**src/rtl/complex_matrix_deserializer.sv**
```systemverilog
// -----------------------------------------------------------------------------
// complex_matrix_deserializer
//
// Collects a matrix that arrives one complex element per AXI-Stream beat in
// row-major order and presents it as one wide matrix word on an AXI-Stream
// master. One instance sits in front of each operand port of the parallel
// complex matrix adder.
//
// Element k (k = row*MAT_WIDTH + col) lands at
// m_axis_tdata[(k+1)*ELEMENT_SIZE-1 : k*ELEMENT_SIZE]. Elements pass through
// unmodified: the upper half is real and the lower half is imaginary.
//
// Optional feature macro: CMM_DESER_FRAME_CHECK_EN
//   defined   : s_axis_tlast may close a matrix early, and the missing
//               elements read 0. A tlast on any beat other than N-1, or a
//               missing tlast on beat N-1, sets the sticky err_frame flag.
//   undefined : s_axis_tlast has no framing effect. A matrix always closes
//               after exactly N elements, and err_frame is tied to 0.
//
// Ports
//   clk            in   clock
//   reset_n        in   asynchronous, active-low reset
//   s_axis_tdata   in   [ELEMENT_SIZE-1:0] one complex element
//   s_axis_tvalid  in   element valid
//   s_axis_tready  out  element accepted when high together with tvalid
//   s_axis_tlast   in   marks the last element of a matrix
//   s_axis_tuser   in   per-matrix sideband, sampled on element 0
//   m_axis_tdata   out  [N*ELEMENT_SIZE-1:0] assembled matrix
//   m_axis_tvalid  out  matrix valid
//   m_axis_tready  in   downstream accept
//   m_axis_tlast   out  s_axis_tlast captured on the closing beat
//   m_axis_tuser   out  s_axis_tuser captured on element 0
//   err_frame      out  sticky framing error (0 when the check is compiled out)
//
// Handshake rule, on both ports: a transfer happens on a rising clk edge
// where valid and ready are both high. A master holds its valid and payload
// stable until that transfer occurs. s_axis_tready comes from registers only,
// so there is no combinational path from m_axis_tready to s_axis_tready.
// -----------------------------------------------------------------------------
module complex_matrix_deserializer #(
  parameter int MAT_WIDTH    = 4,
  parameter int MAT_HEIGHT   = 4,
  parameter int ELEMENT_SIZE = 16
) (
  input  logic                                          clk,
  input  logic                                          reset_n,
  input  logic [ELEMENT_SIZE-1:0]                       s_axis_tdata,
  input  logic                                          s_axis_tvalid,
  output logic                                          s_axis_tready,
  input  logic                                          s_axis_tlast,
  input  logic                                          s_axis_tuser,
  output logic [MAT_WIDTH*MAT_HEIGHT*ELEMENT_SIZE-1:0]  m_axis_tdata,
  output logic                                          m_axis_tvalid,
  input  logic                                          m_axis_tready,
  output logic                                          m_axis_tlast,
  output logic                                          m_axis_tuser,
  output logic                                          err_frame
);

  localparam int N     = MAT_WIDTH * MAT_HEIGHT;
  localparam int IDX_W = (N > 1) ? $clog2(N) : 1;
  localparam int DW    = N * ELEMENT_SIZE;
  localparam logic [IDX_W-1:0] LAST_IDX = IDX_W'(N - 1);

  // FILL collects elements. FULL presents the assembled word until it is taken.
  typedef enum logic {
    FILL = 1'b0,
    FULL = 1'b1
  } state_t;

  state_t            state;
  state_t            state_nxt;
  logic [IDX_W-1:0]  idx;
  logic [DW-1:0]     data_buf;
  logic              tlast_q;
  logic              tuser_q;
  logic              run_q;       // low during reset, high from the first edge after release
  logic              s_hs;
  logic              m_hs;
  logic              at_last;
  logic              closing;

  // ---------------------------------------------------------------------------
  // Handshake and closing-beat decode
  // ---------------------------------------------------------------------------
  // run_q keeps s_axis_tready low while reset_n is low, even though the state
  // register already reads FILL at that point.
  assign s_axis_tready = run_q && (state == FILL);
  assign m_axis_tvalid = (state == FULL);

  assign s_hs    = s_axis_tvalid && s_axis_tready;
  assign m_hs    = m_axis_tvalid && m_axis_tready;
  assign at_last = (idx == LAST_IDX);

`ifdef CMM_DESER_FRAME_CHECK_EN
  // An early tlast also closes the matrix.
  assign closing = s_hs && (at_last || s_axis_tlast);
`else
  assign closing = s_hs && at_last;
`endif

  // ---------------------------------------------------------------------------
  // FSM
  // ---------------------------------------------------------------------------
  always_ff @(posedge clk or negedge reset_n) begin
    if (!reset_n) begin
      state <= FILL;
      run_q <= 1'b0;
    end else begin
      state <= state_nxt;
      run_q <= 1'b1;
    end
  end

  always_comb begin
    state_nxt = state;
    case (state)
      FILL:    if (closing) state_nxt = FULL;
      FULL:    if (m_hs)    state_nxt = FILL;
      default: state_nxt = FILL;
    endcase
  end

  // ---------------------------------------------------------------------------
  // Element index: wraps to 0 on the closing beat, so the next matrix always
  // starts at element 0. This includes an early close.
  // ---------------------------------------------------------------------------
  always_ff @(posedge clk or negedge reset_n) begin
    if (!reset_n) begin
      idx <= '0;
    end else if (s_hs) begin
      if (closing) idx <= '0;
      else         idx <= idx + 1'b1;
    end
  end

  // ---------------------------------------------------------------------------
  // Matrix buffer. Writes happen only in FILL, so the word is stable in FULL.
  // The buffer is cleared when the word is taken. This makes the elements
  // that an early-closed matrix never wrote read 0.
  // ---------------------------------------------------------------------------
  always_ff @(posedge clk or negedge reset_n) begin
    if (!reset_n) begin
      data_buf <= '0;
    end else if (m_hs) begin
      data_buf <= '0;
    end else if (s_hs) begin
      data_buf[int'(idx)*ELEMENT_SIZE +: ELEMENT_SIZE] <= s_axis_tdata;
    end
  end

  assign m_axis_tdata = data_buf;

  // ---------------------------------------------------------------------------
  // Sideband. Both registers keep their values across the output handshake.
  // ---------------------------------------------------------------------------
  always_ff @(posedge clk or negedge reset_n) begin
    if (!reset_n) begin
      tlast_q <= 1'b0;
      tuser_q <= 1'b0;
    end else begin
      if (s_hs && (idx == '0)) tuser_q <= s_axis_tuser;
      if (closing)             tlast_q <= s_axis_tlast;
    end
  end

  assign m_axis_tlast = tlast_q;
  assign m_axis_tuser = tuser_q;

  // ---------------------------------------------------------------------------
  // Framing error
  // ---------------------------------------------------------------------------
`ifdef CMM_DESER_FRAME_CHECK_EN
  logic err_q;

  // Flags a tlast that arrives early, or a tlast missing on element N-1.
  // Once set, it stays set until reset.
  always_ff @(posedge clk or negedge reset_n) begin
    if (!reset_n) begin
      err_q <= 1'b0;
    end else if (s_hs && (s_axis_tlast != at_last)) begin
      err_q <= 1'b1;
    end
  end

  assign err_frame = err_q;
`else
  assign err_frame = 1'b0;
`endif

endmodule

```
**config.mk**
```make
export PLATFORM = sky130hd
export DESIGN_NAME = complex_matrix_deserializer
export DESIGN_NICKNAME = d
export VERILOG_FILES = /design/src/rtl/complex_matrix_deserializer.sv
export SDC_FILE = /design/constraint.sdc
export NUM_CORES = 1
export LEC_CHECK = 0
export CORE_ASPECT_RATIO = 1.1
export CORE_UTILIZATION = 53
export DETAILED_ROUTE_END_ITERATION = 8
export PLACE_DENSITY_LB_ADDON = 0.1
export SLEW_MARGIN = 20
export SYNTH_ARGS = -nofsm -noshare
export SYNTH_HDL_FRONTEND = slang
export SYNTH_SLANG_ARGS = --single-unit
```
**constraint.sdc**
```tcl
create_clock -name clk -period 7.7 [get_ports clk]
set_clock_uncertainty 0.2 [all_clocks]
set_input_delay 1.925 -clock clk [delete_from_list [all_inputs] [get_ports clk]]
set_output_delay 1.925 -clock clk [all_outputs]
set_load 0.03 [all_outputs]
```
==> flow_summary.toml <==
[outcome]
outcome = "finished, violations left"
violations = "DRC"

[sta]
report.final.setup_viol = 0
hold_violations = 0
worst_pin_slew_ps = 1006
min_period_over_period_pct = 53.33
rsz0062_at_grt = "false"
relSlewSlack_pct = 32.95
setup_tns_ps = 0
fmax_mhz = 243.5
slew_violations = 0
min_period_ps = 4106
worst_slack_ps = 3594

[setup_path]
cp.arrival_ps = 1980
r2r_end = "m_axis_tdata[233]"
worst_r2r_path_depth = 5
worstReg2RegStart = "idx[0]"
crit_path_end_kind = "output pin"
startpoint_type = "flop"
cpMaxStageDelayCell = "clkdlybuf4s50_1"
r2r_setup_slack_ps = 4730
worst_path_dominant_cell_family = "buffers and inverters"
crit_type = "flop to output pin"
crit_required_ps = 5580
path_cells = "nor2b_1, clkdlybuf4s50_1"
cp_max_fo = 10
slowest_delay_ps = 710
timing.critical_path.buf_inv = 1

[floorplan]
die_y_microns = 152.0
die_w_microns = 138.3
rows = 54
die-area_sq_mm = 0.02102
core-area_sq_mm = 0.01993
start_util_pct = 54.36
ios = 283

[global_route]
track_usage_pct = 30.18
grt_pass1_wl_microns = 49280
grt_max_degree = 152
grt_pass1_vias = 8472
overflow = 0
antenna_found_initial = 0

[hold_path]
min-delay-start = "m_axis_tdata[115]"
min_to = "m_axis_tdata[115]"
min_path_type = "flop to flop"
min_path_cells = 2

[cells_and_area]
drive_gt1_share_pct = 6.222
syn2layout_area_growth_pct = 35.65
seq_area_sq_mm = 0.006606
fill_cells = 1443
diodes = 0
multiInputGateArea_sq_mm = 0.003840
final_cells = 1602
final_nets = 1355

[routing]
drcViolationCount = 42
drt-vias-per-instance = 5.499
wl_per_cell_microns = 19.41
drtPass1Iterations = 7
wl_microns = 31090
vias = 8810
antenna_left = 0
initialDrtViolationCount = 525

[yosys]
synth_area_sq_mm = 0.01083
synthDominantCellAreaShare_pct = 60.98
yosys-top-cells-area = "dfrtp_1, nand2_1, o21ai_0"
synth.distinct_cells = 47
ys_ff_latch = 264
synth_nets = 1122
yosysWarnings = 0
synth_area_per_cell_sq_um = 9.876
syn_inst = 1097
yosys.area.top_type = "dfrtp_1"
yosysSeqAreaShare_pct = 60.98

[clock_network]
cts_buffer_depth = 3
clk_pin_slew_worst_paths_ps = 60
hold_buffers = 0
post_cts_resized = 0
numCtsBuffers = 26
root_buffer = "clkbuf_16"
clkSinkCount = 264
clock_latency_ps = 520
postCtsSetupRepairBufs = 0
cts_max_level = 1
cts_tree = "built"

[place]
dp.cells = 1553
gp_congestion = 0.8330
io_buffers = 281
post-place-ws_ps = 3227
dp_hpwl_microns = 20050

[power]
internal_power_mw = 3.636
combinationalPowerShare_pct = 42.7
swShare_pct = 39.98
switchingPower_mw = 2.422
vdd_ir_drop_max_mv = 0.2201
pwr-share-seq_pct = 35.4
p_leak_nw = 6.812
p_clk_share_pct = 21.9
cellPowerDensity_mw_per_mm2 = 412.2

[flow_run]
drv_cap = 0
==> worst reg2reg max path: cells and delay by family, from the launching register on <==
kind                     cells  cell delay (ps)
AND/OR/NAND/NOR              2             1310
AO/OA/AOI/OAI                1              240
buffers and inverters        1              110
adder cells (fa/ha/maj)      1              420
flip-flops                   1              530
==> logic make-up after synthesis <==
| logic type | share of synthesized area, % |
|---|---|
| multiplexers | 7.495 |
| adder cells (fa/ha/maj) | 0.3465 |
| AND/OR/NAND/NOR | 17.27 |
| flip-flops | 60.98 |
| buffers and inverters | 4.308 |
| other | 0.06932 |
| XOR/XNOR | 0.1617 |
| AO/OA/AOI/OAI | 9.378 |
==> flip-flops by register name, indices dropped and copies added (netlist names) <==
signal / flops
m_axis_tvalid: 1
m_axis_tdata: 256
idx: 4
run_q: 1
m_axis_tuser: 1
m_axis_tlast: 1
==> worst max-delay path by stage <==
| stage | cells after the start | start | slack (ps) | endpoint |
|---|---|---|---|---|
| 6_report | 2 | m_axis_tvalid | 3590 | s_axis_tready |
| 5_1_grt | 2 | m_axis_tvalid | 3520 | s_axis_tready |
| 4_1_cts | 2 | m_axis_tvalid | 3620 | s_axis_tready |
| 3_5_place_dp | 5 | m_axis_tready | 3230 | m_axis_tdata[67] |
| 3_3_place_gp | 5 | m_axis_tready | 3260 | m_axis_tdata[143] |
| 2_1_floorplan | 4 | s_axis_tvalid | 4340 | m_axis_tdata[245] |
==> metrics by stage <==
stage	hold WS (ps)	total power, mW	util, %	area, sq um
after global placement	282.6	4.679	69.04	13760
after floorplan	335.1	3.546	-	10830
after detailed placement	294.7	4.743	69.04	13760
final	302.6	6.058	73.74	14700
after global routing	326.4	6.335	73.74	14700
after CTS	305.6	6.083	73.62	14670
==> final cells by class <==
| type | instances | share of cell area (%) |
|---|---|---|
| inverters | 20 | 0.5108 |
| multi-input cells | 724 | 26.13 |
| clock buffers | 36 | 5.440 |
| repair buffers | 294 | 20.06 |
| clock inverters | 12 | 0.7662 |
| well taps | 252 | 2.145 |
| flip-flops and latches | 264 | 44.95 |
==> placed cells by master (no fill, tap or decap), types with 2 or more instances in the layout <==
master / count
nand2_1: 372
clkdlybuf4s50_1: 280
dfrtp_1: 264
o21ai_0: 168
mux2i_1: 80
nand3_1: 36
clkbuf_16: 27
inv_1: 20
o21ai_1: 11
buf_4: 10
clkbuf_8: 9
clkinv_2: 9
nor2_1: 4
nand4_2: 4
nor2b_1: 3
nand2b_1: 3
nor4_4: 3
ha_1: 3
nand3b_1: 2
and3b_1: 2
o2111a_1: 2
o2111ai_2: 2
or2_2: 2
nor4_2: 2
conb_1: 2
bufinv_16: 2
buf_8: 2
buf_12: 2
==> Yosys cell counts, drive strengths merged <==
| cell | number |
|---|---|
| o2111a | 2 |
| nor3b | 1 |
| dfrtp | 264 |
| o21ai | 180 |
| o41ai | 1 |
| nand2b | 3 |
| buf | 20 |
| nor4 | 6 |
| and3 | 1 |
| or4b | 1 |
| a2111oi | 1 |
| nand3b | 2 |
| a21oi | 1 |
| or2 | 2 |
| a21boi | 1 |
| xnor2 | 1 |
| nor2b | 3 |
| mux2 | 1 |
| nand4 | 5 |
| xor2 | 1 |
| a31o | 1 |
| conb | 2 |
| o22ai | 1 |
| o2111ai | 2 |
| nand3 | 36 |
| nor3 | 2 |
| clkbuf | 69 |
| a211oi | 1 |
| inv | 20 |
| and2b | 1 |
| nor2 | 5 |
| and3b | 3 |
| and4 | 1 |
| nand2 | 373 |
| mux2i | 80 |
| ha | 3 |
==> metal layers <==
metal / vias to the layer above / part of all wire (%) / GRT usage (%)
met1: 4342 / 41 / 41.84
met5: - / 0 / 0
met3: 47 / 8.9 / 6.492
met2: 363 / 48 / 48.59
li1: 4058 / - / -
met4: 0 / 2.3 / 7.812
==> power by group through the flow <==
| stage | combinational, mW | clock (mW) | sequential (mW) |
|---|---|---|---|
| 2_1_floorplan | 0.557 | 0 | 2.99 |
| 3_3_place_gp | 2.53 | 0 | 2.15 |
| 3_5_place_dp | 2.59 | 0 | 2.15 |
| 4_1_cts | 2.60 | 1.34 | 2.14 |
| 5_1_grt | 2.74 | 1.40 | 2.20 |
| 6_report | 2.59 | 1.33 | 2.14 |
(Power assumes the default switching activity.)
